==> config.mk <==
export PLATFORM = sky130hd
export DESIGN_NAME = inst_fifo
export DESIGN_NICKNAME = d
export VERILOG_FILES = /design/src/rtl/fifo_pkg.sv /design/src/rtl/fifo_ptr.sv /design/src/rtl/inst_fifo.sv
export SDC_FILE = /design/constraint.sdc
export NUM_CORES = 1
export LEC_CHECK = 0
export CORE_MARGIN = 5
export CORE_UTILIZATION = 25
export DETAILED_ROUTE_END_ITERATION = 10
export GPL_TIMING_DRIVEN = 0
export SLEW_MARGIN = 20
export SYNTH_ARGS = -nofsm -noshare
export SYNTH_HDL_FRONTEND = slang
export SYNTH_SLANG_ARGS = --single-unit
export TNS_END_PERCENT = 20
==> constraint.sdc <==
create_clock -name clk -period 5.95 [get_ports clk]
set_input_delay 1.19 -clock clk [delete_from_list [all_inputs] [get_ports clk]]
set_output_delay 1.19 -clock clk [all_outputs]
set_load 0.1 [all_outputs]
==> src/rtl/fifo_pkg.sv <==
// Shared defaults and sizing helpers for the instruction FIFO.
package fifo_pkg;

  localparam int DEF_I_WIDTH   = 12;
  localparam int DEF_A_WIDTH   = 8;
  localparam int DEF_LG_DEPTH  = 2;
  localparam int DEF_AF_MARGIN = 1;

  // The count (and each pointer) needs one extra bit so a full FIFO is distinct from an empty one.
  function automatic int count_width(input int lg_depth);
    return lg_depth + 1;
  endfunction

endpackage

==> src/rtl/fifo_ptr.sv <==
// Wrapping FIFO pointer: async reset, synchronous clear, increment enable.
module fifo_ptr #(
  parameter int W = 3
) (
  input  logic         clk,
  input  logic         rst,
  input  logic         i_clr,
  input  logic         i_inc,
  output logic [W-1:0] o_ptr
);

  logic [W-1:0] r_ptr;

  // Clear wins over increment; natural overflow gives the modulo-2*DEPTH wrap.
  always_ff @(posedge clk or posedge rst) begin
    if (rst) begin
      r_ptr <= '0;
    end else if (i_clr) begin
      r_ptr <= '0;
    end else if (i_inc) begin
      r_ptr <= r_ptr + W'(1);
    end
  end

  assign o_ptr = r_ptr;

endmodule

==> src/rtl/inst_fifo.sv <==
// Instruction/address FIFO, first-word-fall-through, full DEPTH capacity.
module inst_fifo
  import fifo_pkg::*;
#(
  parameter int I_WIDTH   = DEF_I_WIDTH,
  parameter int A_WIDTH   = DEF_A_WIDTH,
  parameter int LG_DEPTH  = DEF_LG_DEPTH,
  parameter int AF_MARGIN = DEF_AF_MARGIN
) (
  input  logic                clk,
  input  logic                reset_i,
  input  logic [A_WIDTH-1:0]  inst_addr_i,
  input  logic [I_WIDTH-1:0]  inst_data_i,
  input  logic                enque_i,
  input  logic                deque_i,
  input  logic                clear_i,
  output logic [A_WIDTH-1:0]  inst_addr_o,
  output logic [I_WIDTH-1:0]  inst_data_o,
  output logic                valid_o,
  output logic                empty_o,
  output logic                full_o,
  output logic                almost_full_o,
  output logic [LG_DEPTH:0]   count_o,
  output logic                error_o
);

  localparam int DEPTH = 2 ** LG_DEPTH;
  localparam int CW    = count_width(LG_DEPTH);
  localparam logic [CW-1:0] C_AF_LVL = CW'(DEPTH - AF_MARGIN);

  logic [A_WIDTH-1:0] r_addr_mem [DEPTH];
  logic [I_WIDTH-1:0] r_data_mem [DEPTH];
  logic [CW-1:0]      r_count;
  logic               r_err;

  logic [CW-1:0]      w_rptr;
  logic [CW-1:0]      w_wptr;
  logic               w_empty;
  logic               w_full;
  logic               w_acc_enq;
  logic               w_acc_deq;
  logic               w_rej_enq;
  logic               w_rej_deq;
  logic               w_wr;

  // Equal pointers mean empty; differing only in the wrap bit means full.
  assign w_empty = (w_rptr == w_wptr);
  assign w_full  = (w_rptr[LG_DEPTH] != w_wptr[LG_DEPTH]) &&
                   (w_rptr[LG_DEPTH-1:0] == w_wptr[LG_DEPTH-1:0]);

  assign w_acc_deq = deque_i & ~w_empty;
  assign w_acc_enq = enque_i & (~w_full | w_acc_deq);
  assign w_rej_enq = enque_i & ~w_acc_enq;
  // A dequeue on empty paired with an enqueue is a legal "no bypass" cycle, not misuse.
  assign w_rej_deq = deque_i & w_empty & ~enque_i;
  assign w_wr      = w_acc_enq & ~clear_i;

  fifo_ptr #(.W(CW)) u_rd_ptr (
    .clk   (clk),
    .rst   (reset_i),
    .i_clr (clear_i),
    .i_inc (w_acc_deq),
    .o_ptr (w_rptr)
  );

  fifo_ptr #(.W(CW)) u_wr_ptr (
    .clk   (clk),
    .rst   (reset_i),
    .i_clr (clear_i),
    .i_inc (w_acc_enq),
    .o_ptr (w_wptr)
  );

  // Storage write; deliberately not reset.
  always_ff @(posedge clk) begin
    if (w_wr) begin
      r_addr_mem[w_wptr[LG_DEPTH-1:0]] <= inst_addr_i;
      r_data_mem[w_wptr[LG_DEPTH-1:0]] <= inst_data_i;
    end
  end

  // Occupancy tracks accepted enqueues minus accepted dequeues.
  always_ff @(posedge clk or posedge reset_i) begin
    if (reset_i) begin
      r_count <= '0;
    end else if (clear_i) begin
      r_count <= '0;
    end else begin
      r_count <= r_count + CW'(w_acc_enq) - CW'(w_acc_deq);
    end
  end

  // Sticky misuse flag, released only by reset or clear.
  always_ff @(posedge clk or posedge reset_i) begin
    if (reset_i) begin
      r_err <= 1'b0;
    end else if (clear_i) begin
      r_err <= 1'b0;
    end else if (w_rej_enq || w_rej_deq) begin
      r_err <= 1'b1;
    end
  end

`ifndef SYNTHESIS
  // Simulation-only trace of rejected requests.
  always @(posedge clk) begin
    if (!reset_i && !clear_i) begin
      if (w_rej_enq) $display("%0t inst_fifo: enqueue rejected, fifo full", $time);
      if (w_rej_deq) $display("%0t inst_fifo: dequeue rejected, fifo empty", $time);
    end
  end
`endif

  assign inst_addr_o   = r_addr_mem[w_rptr[LG_DEPTH-1:0]];
  assign inst_data_o   = r_data_mem[w_rptr[LG_DEPTH-1:0]];
  assign empty_o       = w_empty;
  assign valid_o       = ~w_empty;
  assign full_o        = w_full;
  assign almost_full_o = (r_count >= C_AF_LVL);
  assign count_o       = r_count;
  assign error_o       = r_err;

endmodule

==> impl_results.md, run 1 <==
- Post-CTS Hold Fix Bufs: 0
- Crit path DAT: roughly 3.0 ns
- TNS Setup: 0 ns
- Die Footprint: ~0.017 mm^2
- PortBufs: just over 50
- Core area: about 0.015 mm^2
- Die Width: 132 um
- Synth Register Bits: 90
- Setup crit start kind: flip-flop
- TritonCTS clock tree: done
- Clock transition at path regs: ~0.06 ns
- Commonest cells in the netlist: edfxtp_1 (80), mux4_2 (20), dfrtp_1 (10), inv_1 (9)
- Number of synthesized flops with an enable pin: 80
- P_leak: 1.59 nW
- PwrDens: around 430 mW/mm^2
- Average wire per standard cell: 16.7 um
- Worst-skew pair later-pin latency: approximately 0.34 ns
- Drt first pass iters: 4
- # clock sinks: 90
- Critical path class: reg2out
- GRT overflow: 0
- Layout cells sized above 1: between 10% and 20%
- Layout area overhead: 27.8%
- Wirelength, routed: 7.32 mm
- H-tree depth: 3
- Die height: approximately 130 um
- Switch share: between 30 and 40%
- Drt via density: around 4.3
- Filler cells: ~1400
- CTS Root Cell: clkbuf_16
- Initial core utilization: roughly a quarter
- Post-CTS Repair Setup Buffers: 0
- Synthesized Nets: 221
- Yosys warnings: 0
- Sequential Power Share: between 30% and 40%
- RePlAce Congestion: just under 0.8
- Post-Layout Cell Count: roughly 440
- Met2 usage in global routing: between 10 and 15%
- Placed Cells: 423
- Resize count post-CTS: 0
- Largest net degree at the start of global routing: 21
- Logic pwr share: 36.8%
- Final Hold Viols: 0
- Hold Path Class: reg2reg
- Crit path required time: around 4.8 ns
- Post-synth top area cell: edfxtp_1
- Synth unique cells: 37
- CP endpoint kind: output port
- P_sw: 0.782 mW
- Via count: 1904
- DRC Markers: 0
- Most common cell in the synthesized netlist: edfxtp_1
- Initial antenna violation count: 0
- Busiest grt layer: met2
- Ys flop type: edfxtp_1
- Post-synth ARST share: roughly 11%
- Num rows: 44
- Clock group share of total power: 27.0%
- Mapped cell area: 0.00372 mm^2
- Slew @ Worst Pin: 0.985 ns
- Initial DRC count: 85
- Worst-path maximum fanout: 10
- M1 GR Usage: about a tenth
- Overall Global Routing Usage: 8.92%
- Outcome: complete, no violations
- RSZ-0062 raised after global routing: no
- Post-route total power: a little over 2 mW
- Worst hold slack: 0.517 ns
- Top cells by area, synth: edfxtp_1 (65%), mux4_2 (12%), dfrtp_1 (6.7%)
- Max Fclk: 239 MHz
- Average size of a mapped cell: between 15 and 20 um^2
- Clock Tree Buf Depth: 2
- Sequential element share of the synthesized area: 71.3%
- N_diodes: 0
- Cells after Synth: around 190
- Vias in the first global route: 2126
- Nets: 283
- Reg area: around 0.0027 mm^2
- Max VDD drop: about 0.21 mV
- Relative slew slack: between 30% and 40%
- Slew Viols, Final: 0
- Final period utilization: 70.4%
- Met3 Use GR: 3.89%
- Post-DP HPWL: ~4.7 mm
- Area of the multi-input gates: 0.00100 mm^2
- Minimum clock period: around 4.2 ns
- Max-Cap Viols: 0
- First-pass GRT wire length: 11.6 mm
- Internal power: approximately 1.3 mW
- Final setup violation count: 0
- TritonCTS buffer count: 9
- # IOs: 53
- Antenna Violating Nets Remaining: 0
- Max Clock Skew: between 0.004 and 0.005 ns
- Post-synth top area share: 64.6%
[final timing paths]
| kind | endpoint | slack [ns] | depth (start not counted) | startpoint |
|---|---|---|---|---|
| min in group asynchronous | u_wr_ptr.o_ptr[0] | 1.15 | 2 | reset_i |
| setup / recovery | inst_data_o[2] | 1.76 | 4 | u_rd_ptr.o_ptr[1] |
| max in group asynchronous | u_rd_ptr.o_ptr[2] | 4.52 | 2 | reset_i |
| hold reg to reg | error_o | 0.52 | 2 | error_o |
| setup reg to reg | count_o[1] | 3.75 | 8 | u_rd_ptr.o_ptr[1] |
| hold / removal | error_o | 0.52 | 2 | error_o |
[through the flow]
step                area (um^2)  util (%)  setup slack [ns]
floorplan                  3720         -              2.09
global placement           4460      30.6              2.07
detailed placement         4470      30.6              2.06
CTS                        4750      32.6              1.66
global route               4750      32.6              1.60
finish                     4750      32.6              1.76
[power by group through the flow]
| stage | registers (mW) | clock network (mW) | logic, mW |
|---|---|---|---|
| after floorplan | 0.806 | 0 | 0.532 |
| after global placement | 0.749 | 0 | 0.754 |
| after detailed placement | 0.751 | 0 | 0.756 |
| after CTS | 0.738 | 0.568 | 0.759 |
| after global routing | 0.741 | 0.593 | 0.782 |
| final | 0.737 | 0.549 | 0.748 |
[flip-flops by register name (all words and copies together) (netlist names)]
name            cells
r_data_mem         48
r_addr_mem         32
count_o             3
u_wr_ptr.o_ptr      3
u_rd_ptr.o_ptr      3
error_o             1
[cell families (layout without fill, tap and decap cells)]
logic type,after synthesis,in the layout,synth area share [%]
buf+inv,17,84,1.95
xor+xnor,7,7,2.86
fa+ha+maj,8,8,2.89
compound gates,11,11,2.99
simple gates,30,30,4.37
mux,25,25,13.7
flops,90,90,71.3
[critical path, stage by stage (launching register included)]
cell and delay, ns:
dfrtp_1 0.35, clkbuf_2 0.23, buf_1 0.58, mux4_2 0.35, clkdlybuf4s50_1 1.14
[layer usage]
layer	vias up	wire [um]	part of all wire [%]
met5	-	0	0
met4	0	153	2.1
li1	863	-	-
met1	979	3100	42
met3	14	462	6.3
met2	48	3600	49
[cells in the final DEF, fill, tap and decap left out, types with 2 or more instances in the layout]
cell,instances
nand2b_1,6
buf_2,3
mux4_2,20
xor2_1,3
nor2_1,7
a41oi_1,2
xnor2_4,2
nand2_1,4
inv_1,9
clkdlybuf4s50_1,51
mux2i_1,2
clkbuf_16,9
ha_1,7
dfrtp_1,10
nor2b_1,3
a211o_1,2
edfxtp_1,80
and2_2,4
clkbuf_1,4
mux2_2,2
[layout make-up]
class	instances	area share, %
Timing Repair Buffer	51	10.7
Sequential cell	90	55.8
Tap cell	184	4.84
Clock inverter	5	1.16
Multi-Input combinational cell	81	21.1
Inverter	9	0.711
Clock buffer	11	4.89
Buffer	8	0.816
(Power assumes the default switching activity.)
==> run 2: changes to the inputs <==
Clock period 5.95 ns to 3.6 ns, I/O delays scaled along.
==> run 2 against run 1 <==
- register-to-register slack worse by 2.4 ns
- total power is 64% higher
- final cell count is the same
- worst setup slack lost 1.6 ns
- die area unchanged
- critical path type unchanged
- largest cell class unchanged
- largest power group is now registers
- highest routed layer unchanged
==> impl_results.md, run 2 (synthesized netlist as in run 1, its figures left out) <==
- Worst-skew pair later-pin latency: 0.34 ns (about the same)
- Vias in the first global route: 2126 (unchanged)
- Slew @ Worst Pin: 0.974 ns (-0.0114 ns)
- R2r setup slk: 1.40 ns (-2.35 ns)
- Setup crit start kind: flip-flop
- Placed cell area: 0.00447 mm^2 (unchanged)
- Placed Cells: 423 (unchanged)
- Fin area: 0.00476 mm^2 (about the same)
- # IOs: 53 (unchanged)
- Initial DRC count: 87 (+2.4%)
- Num rows: 44 (unchanged)
- Filler cells: 1401 (+0.36%)
- Final Hold Viols: 0 (unchanged)
- H-tree depth: 3 (unchanged)
- Die height: 132 um (unchanged)
- Post-route total power: 3.34 mW (+64%)
- Hold Path Class: reg2reg
- Final period utilization: a little over nine tenths
- Die Footprint: 0.0174 mm^2 (unchanged)
- Max Fclk: between 200 and 300 MHz
- Pre-CTS WS: 0.180 ns (-1.88 ns)
- Clock transition at path regs: 0.06 ns (about the same)
- TritonCTS clock tree: done
- Slowest cell on the critical path: clkdlybuf4s50_1
- Commonest cells after routing, fill and taps aside: edfxtp_1 (80), clkdlybuf4s50_1 (35), mux4_2 (20), dfrtp_1 (10), dlygate4sd2_1 (10)
- Clock Tree Buf Depth: 2 (unchanged)
- TNS Setup: 0 ns (unchanged)
- Reg area: 0.00265 mm^2 (unchanged)
- Wirelength, routed: 7.33 mm (+0.15%)
- Max-Cap Viols: 0 (unchanged)
- Crit path DAT: 2.74 ns (-0.26 ns)
- Via count: 1901 (-0.16%)
- Max VDD drop: 0.333 mV (+62%)
- Drt first pass iters: 4 (unchanged)
- Antenna Violating Nets Remaining: 0 (unchanged)
- Initial antenna violation count: 0 (unchanged)
- GRT overflow: 0 (unchanged)
- Post-Layout Cell Count: 439 (unchanged)
- Largest net degree at the start of global routing: 21 (unchanged)
- Outcome: complete, no violations
- Max Clock Skew: 0.00427 ns (+0.00000230 ns)
- Post-DP HPWL: 4.66 mm (unchanged)
- CTS Root Cell: clkbuf_16
- Minimum clock period: about 3.5 ns
- Slew Viols, Final: 0 (unchanged)
- # clock sinks: 90 (unchanged)
- Post-CTS Repair Setup Buffers: 0 (unchanged)
- Critical path class: reg2out
- Commonest non-fill, non-tap cell in the layout: edfxtp_1
- Layout area overhead: 27.8% (about the same)
- Area of the multi-input gates: 0.00100 mm^2 (unchanged)
- Post-CTS Hold Fix Bufs: 0 (unchanged)
- Met3 Use GR: 3.89% (unchanged)
- Relative slew slack: 35.0% (+0.86 points)
- Layout cells sized above 1: 19.6% (unchanged)
- Nets: 283 (unchanged)
- Drt via density: 4.33 (-0.16%)
- Busiest grt layer: met2
- PwrDens: 702 mW/mm^2 (+64%)
- Overall Global Routing Usage: 8.92% (unchanged)
- N_diodes: 0 (unchanged)
- PortBufs: 51 (unchanged)
- CP endpoint kind: output port
- Crit-path cells: buf_2, buf_4, mux4_2, clkdlybuf4s50_1
- Average wire per standard cell: 16.7 um (+0.15%)
- Worst-path maximum fanout: 10 (unchanged)
- DRC Markers: 0 (unchanged)
- Max stage delay on crit path: 0.98 ns (-0.16 ns)
- P_leak: 1.66 nW (+4.3%)
- TritonCTS buffer count: 9 (unchanged)
- Die Width: 132 um (unchanged)
- RePlAce Congestion: 0.780 (unchanged)
- Crit path required time: 2.88 ns (-1.88 ns)
- First-pass GRT wire length: 11.6 mm (unchanged)
- Initial core utilization: 25.5% (unchanged)
- Max reg flops: 48 (unchanged)
- Final setup violation count: 0 (unchanged)
- Core area: 0.0146 mm^2 (unchanged)
- M1 GR Usage: 10.4% (unchanged)
- Met2 usage in global routing: 14.3% (unchanged)
- Final Worst Setup Slack: 0.142 ns (-1.62 ns)
[run 2: cell types whose count changed in the layout (fill, tap and decap cells not counted)]
cell	previous run	this run
dlygate4sd2_1	0	10
clkdlybuf4s50_1	51	35
dlymetal6s2s_1	0	6
[run 2: stage by stage]
step                      hold slack (ns)  util, %
after floorplan                     0.560        -
after global placement              0.501     30.6
after detailed placement            0.502     30.6
after CTS                           0.525     32.5
after global routing                0.564     32.6
final                               0.517     32.6
[run 2: power breakdown]
group          total, mW  switching (mW)  internal, mW
Combinational       1.21           0.892         0.321
Clock              0.907           0.372         0.536
Sequential          1.22          0.0278          1.19
Total               3.34            1.29          2.05
[run 2: final timing paths]
check                                    end  depth (start not counted)         startpoint
max in group asynchronous  u_rd_ptr.o_ptr[2]                          2            reset_i
setup reg to reg                  count_o[1]                          8  u_rd_ptr.o_ptr[1]
setup / recovery              inst_addr_o[4]                          4  u_rd_ptr.o_ptr[0]
min in group asynchronous  u_wr_ptr.o_ptr[0]                          2            reset_i
hold reg to reg                      error_o                          2            error_o
hold / removal                       error_o                          2            error_o
[run 2: routing by layer]
| layer | share of wire [%] | wire, um |
|---|---|---|
| met1 | 42 | 3110 |
| met2 | 49 | 3610 |
| met3 | 6.2 | 456 |
| met4 | 2.1 | 153 |
| met5 | 0 | 0 |
[run 2: final cells by class]
type / instances / area share [%]
plain buffers: 8 / 0.815
clock buffers: 11 / 4.89
clock inverters: 5 / 1.16
inverters: 9 / 0.710
multi-input cells: 81 / 21.0
flip-flops and latches: 90 / 55.8
well taps: 184 / 4.84
repair buffers: 51 / 10.8
[run 2: critical path: cells and delay by family (launching register included)]
| family | cells | cell delay [ns] |
|---|---|---|
| mux | 1 | 0.52 |
| buf+inv | 3 | 1.53 |
| flops | 1 | 0.34 |
[run 2: repair_timing]
action / 4_1_cts / 5_1_grt
setup endpoints to repair: 10 / 6
pin swaps: 0 / 0
gates resized for setup: 10 / 6
==> run 3: changes to the inputs <==
Settings changed: CORE_ASPECT_RATIO set to 2.
==> run 3 against run 2 <==
- via count shrank 1.8%
- core utilization is essentially flat
- fmax grew 2.1%
- count of clock-buffer cells in the layout shrank 2
- critical endpoint is now inst_data_o[5]
==> impl_results.md, run 3 (synthesized netlist as in run 1, its figures left out) <==
- Worst Path Buf+Inv: 3 (unchanged)
- Slew Viols, Final: 0 (unchanged)
- Max stage delay on crit path: 0.87 ns (-0.11 ns)
- Hold Path Class: reg2reg
- Crit path DAT: 2.67 ns (-0.07 ns)
- Clock transition at path regs: 0.07 ns (about the same)
- Commonest cells after routing, fill and taps aside: edfxtp_1 (80), clkdlybuf4s50_1 (32), mux4_2 (20), dlygate4sd2_1 (11), dfrtp_1 (10)
- PortBufs: 51 (unchanged)
- Nets: 283 (unchanged)
- Average wire per standard cell: 15.6 um (-6.3%)
- Largest net degree at the start of global routing: 21 (unchanged)
- Post-DP HPWL: 4.92 mm (+5.5%)
- WP depth: 4 (unchanged)
- Die Footprint: 0.0176 mm^2 (+0.85%)
- TritonCTS clock tree: done
- Die Width: 96.3 um (-27%)
- Final setup violation count: 0 (unchanged)
- Initial DRC count: 108 (+24%)
- Max Clock Skew: 0.00597 ns (+0.00171 ns)
- Initial antenna violation count: 0 (unchanged)
- Drt via density: 4.15 (-4.2%)
- Via count: 1867 (-1.8%)
- Vias in the first global route: 2099 (-1.3%)
- Max VDD drop: 0.406 mV (+22%)
- Relative slew slack: 34.1% (-0.86 points)
- Num rows: 63 (+43%)
- N_diodes: 0 (unchanged)
- CTS Root Cell: clkbuf_16
- Final period utilization: 94.1% (-2.0 points)
- Critical path class: reg2out
- TNS Setup: 0 ns (unchanged)
- GRT overflow: 0 (unchanged)
- Max-Cap Viols: 0 (unchanged)
- TritonCTS buffer count: 9 (unchanged)
- Slew @ Worst Pin: 0.985 ns (+0.0114 ns)
- Antenna Violating Nets Remaining: 0 (unchanged)
- # clock sinks: 90 (unchanged)
- Outcome: complete, no violations
- Resize count post-CTS: 11 (+1)
- Wirelength, routed: 7.04 mm (-4.0%)
- Area of the multi-input gates: 0.00100 mm^2 (unchanged)
- Hold-critical path depth: 2 (unchanged)
- Crit-path cells: clkbuf_2, buf_1, mux4_2, dlygate4sd2_1
- RePlAce Congestion: 0.759 (-2.6%)
- CP endpoint kind: output port
- Overall Global Routing Usage: 8.80% (-0.12 points)
- First-pass GRT wire length: 11.3 mm (-2.5%)
- CP delay by family, top: buffers and inverters
- Filler cells: 1440 (+2.8%)
- Clock Tree Buf Depth: 2 (unchanged)
- Placed Cells: 434 (+2.6%)
- Post-CTS Hold Fix Bufs: 0 (unchanged)
- Commonest non-fill, non-tap cell in the layout: edfxtp_1
- Met2 usage in global routing: 15.6% (+1.4 points)
- Setup crit start kind: flip-flop
- Met3 Use GR: 2.64% (-1.3 points)
- M1 GR Usage: 9.02% (-1.4 points)
- Worst-skew pair later-pin latency: 0.33 ns (about the same)
- Slowest cell on the critical path: dlygate4sd2_1
- Max reg flops: 48 (unchanged)
- P_leak: 1.69 nW (+2.3%)
- RSZ-0062 raised after global routing: no
- H-tree depth: 3 (unchanged)
- Die height: 183 um (+38%)
- DRC Markers: 0 (unchanged)
- Layout area overhead: 29.1%
- Worst-path maximum fanout: 10 (unchanged)
- Initial core utilization: 25.2% (-0.26 points)
- Layout cells sized above 1: 20.8% (+1.2 points)
- Final Hold Viols: 0 (unchanged)
- PwrDens: 708 mW/mm^2 (+0.86%)
- Minimum clock period: 3.39 ns (-0.0707 ns)
- Drt first pass iters: 5 (+1)
- R2R depth: 8 (unchanged)
- Busiest grt layer: met2
- # IOs: 53 (unchanged)
- Post-CTS Repair Setup Buffers: 0 (unchanged)
- Post-Layout Cell Count: 450 (+2.5%)
- Crit path required time: 2.88 ns (about the same)
- Reg area: 0.00265 mm^2 (unchanged)
- Core area: 0.0147 mm^2 (+1.0%)
- Max Fclk: 295 MHz (+2.1%)
[run 3: layer usage]
metal  vias to the layer above  routed length (um)
met3                         8                 441
met5                         -                   0
met1                       950                2520
met4                         0                 166
li1                        866                   -
met2                        43                3910
[run 3: worst min-delay path, delay by kind of cell, from the launching register on]
kind	cells	cell delay, ns
AO/OA/AOI/OAI	1	0.06
flip-flops	1	0.35
AND/OR/NAND/NOR	1	0.06
[run 3: area by class of cell]
type | instances | share of cell area (%)
sequential | 90 | 55.2
multi-input combinational | 81 | 20.8
timing repair buffer | 51 | 10.8
tap | 195 | 5.08
clock buffer | 9 | 4.69
clock inverter | 7 | 1.93
buffer | 8 | 0.807
inverter | 9 | 0.703
[run 3: power breakdown]
group	total [mW]	switching [mW]	internal [mW]
logic	1.21	0.895	0.319
registers	1.22	0.0269	1.19
clock network	0.971	0.411	0.559
[run 3: final timing paths]
kind                             endpoint  slack (ns)              start
max in group asynchronous         error_o        2.61            reset_i
min reg2reg                       error_o        0.51            error_o
min in group asynchronous      count_o[2]        0.70            reset_i
max reg2reg                    count_o[1]        1.39  u_rd_ptr.o_ptr[0]
max                        inst_data_o[5]        0.21  u_rd_ptr.o_ptr[1]
min                               error_o        0.51            error_o
[run 3: through the flow]
step                      utilization, %  total power [mW]  worst slack (ns)  cell area (um^2)  hold WS, ns
after floorplan                        -              2.21             0.206              3720        0.560
after global placement              30.4              2.48             0.219              4480        0.487
after detailed placement            30.4              2.50             0.229              4480        0.495
after CTS                           32.5              3.46           0.00384              4780        0.511
after global routing                32.6              3.55            0.0715              4800        0.542
final                               32.6              3.40             0.213              4800        0.506
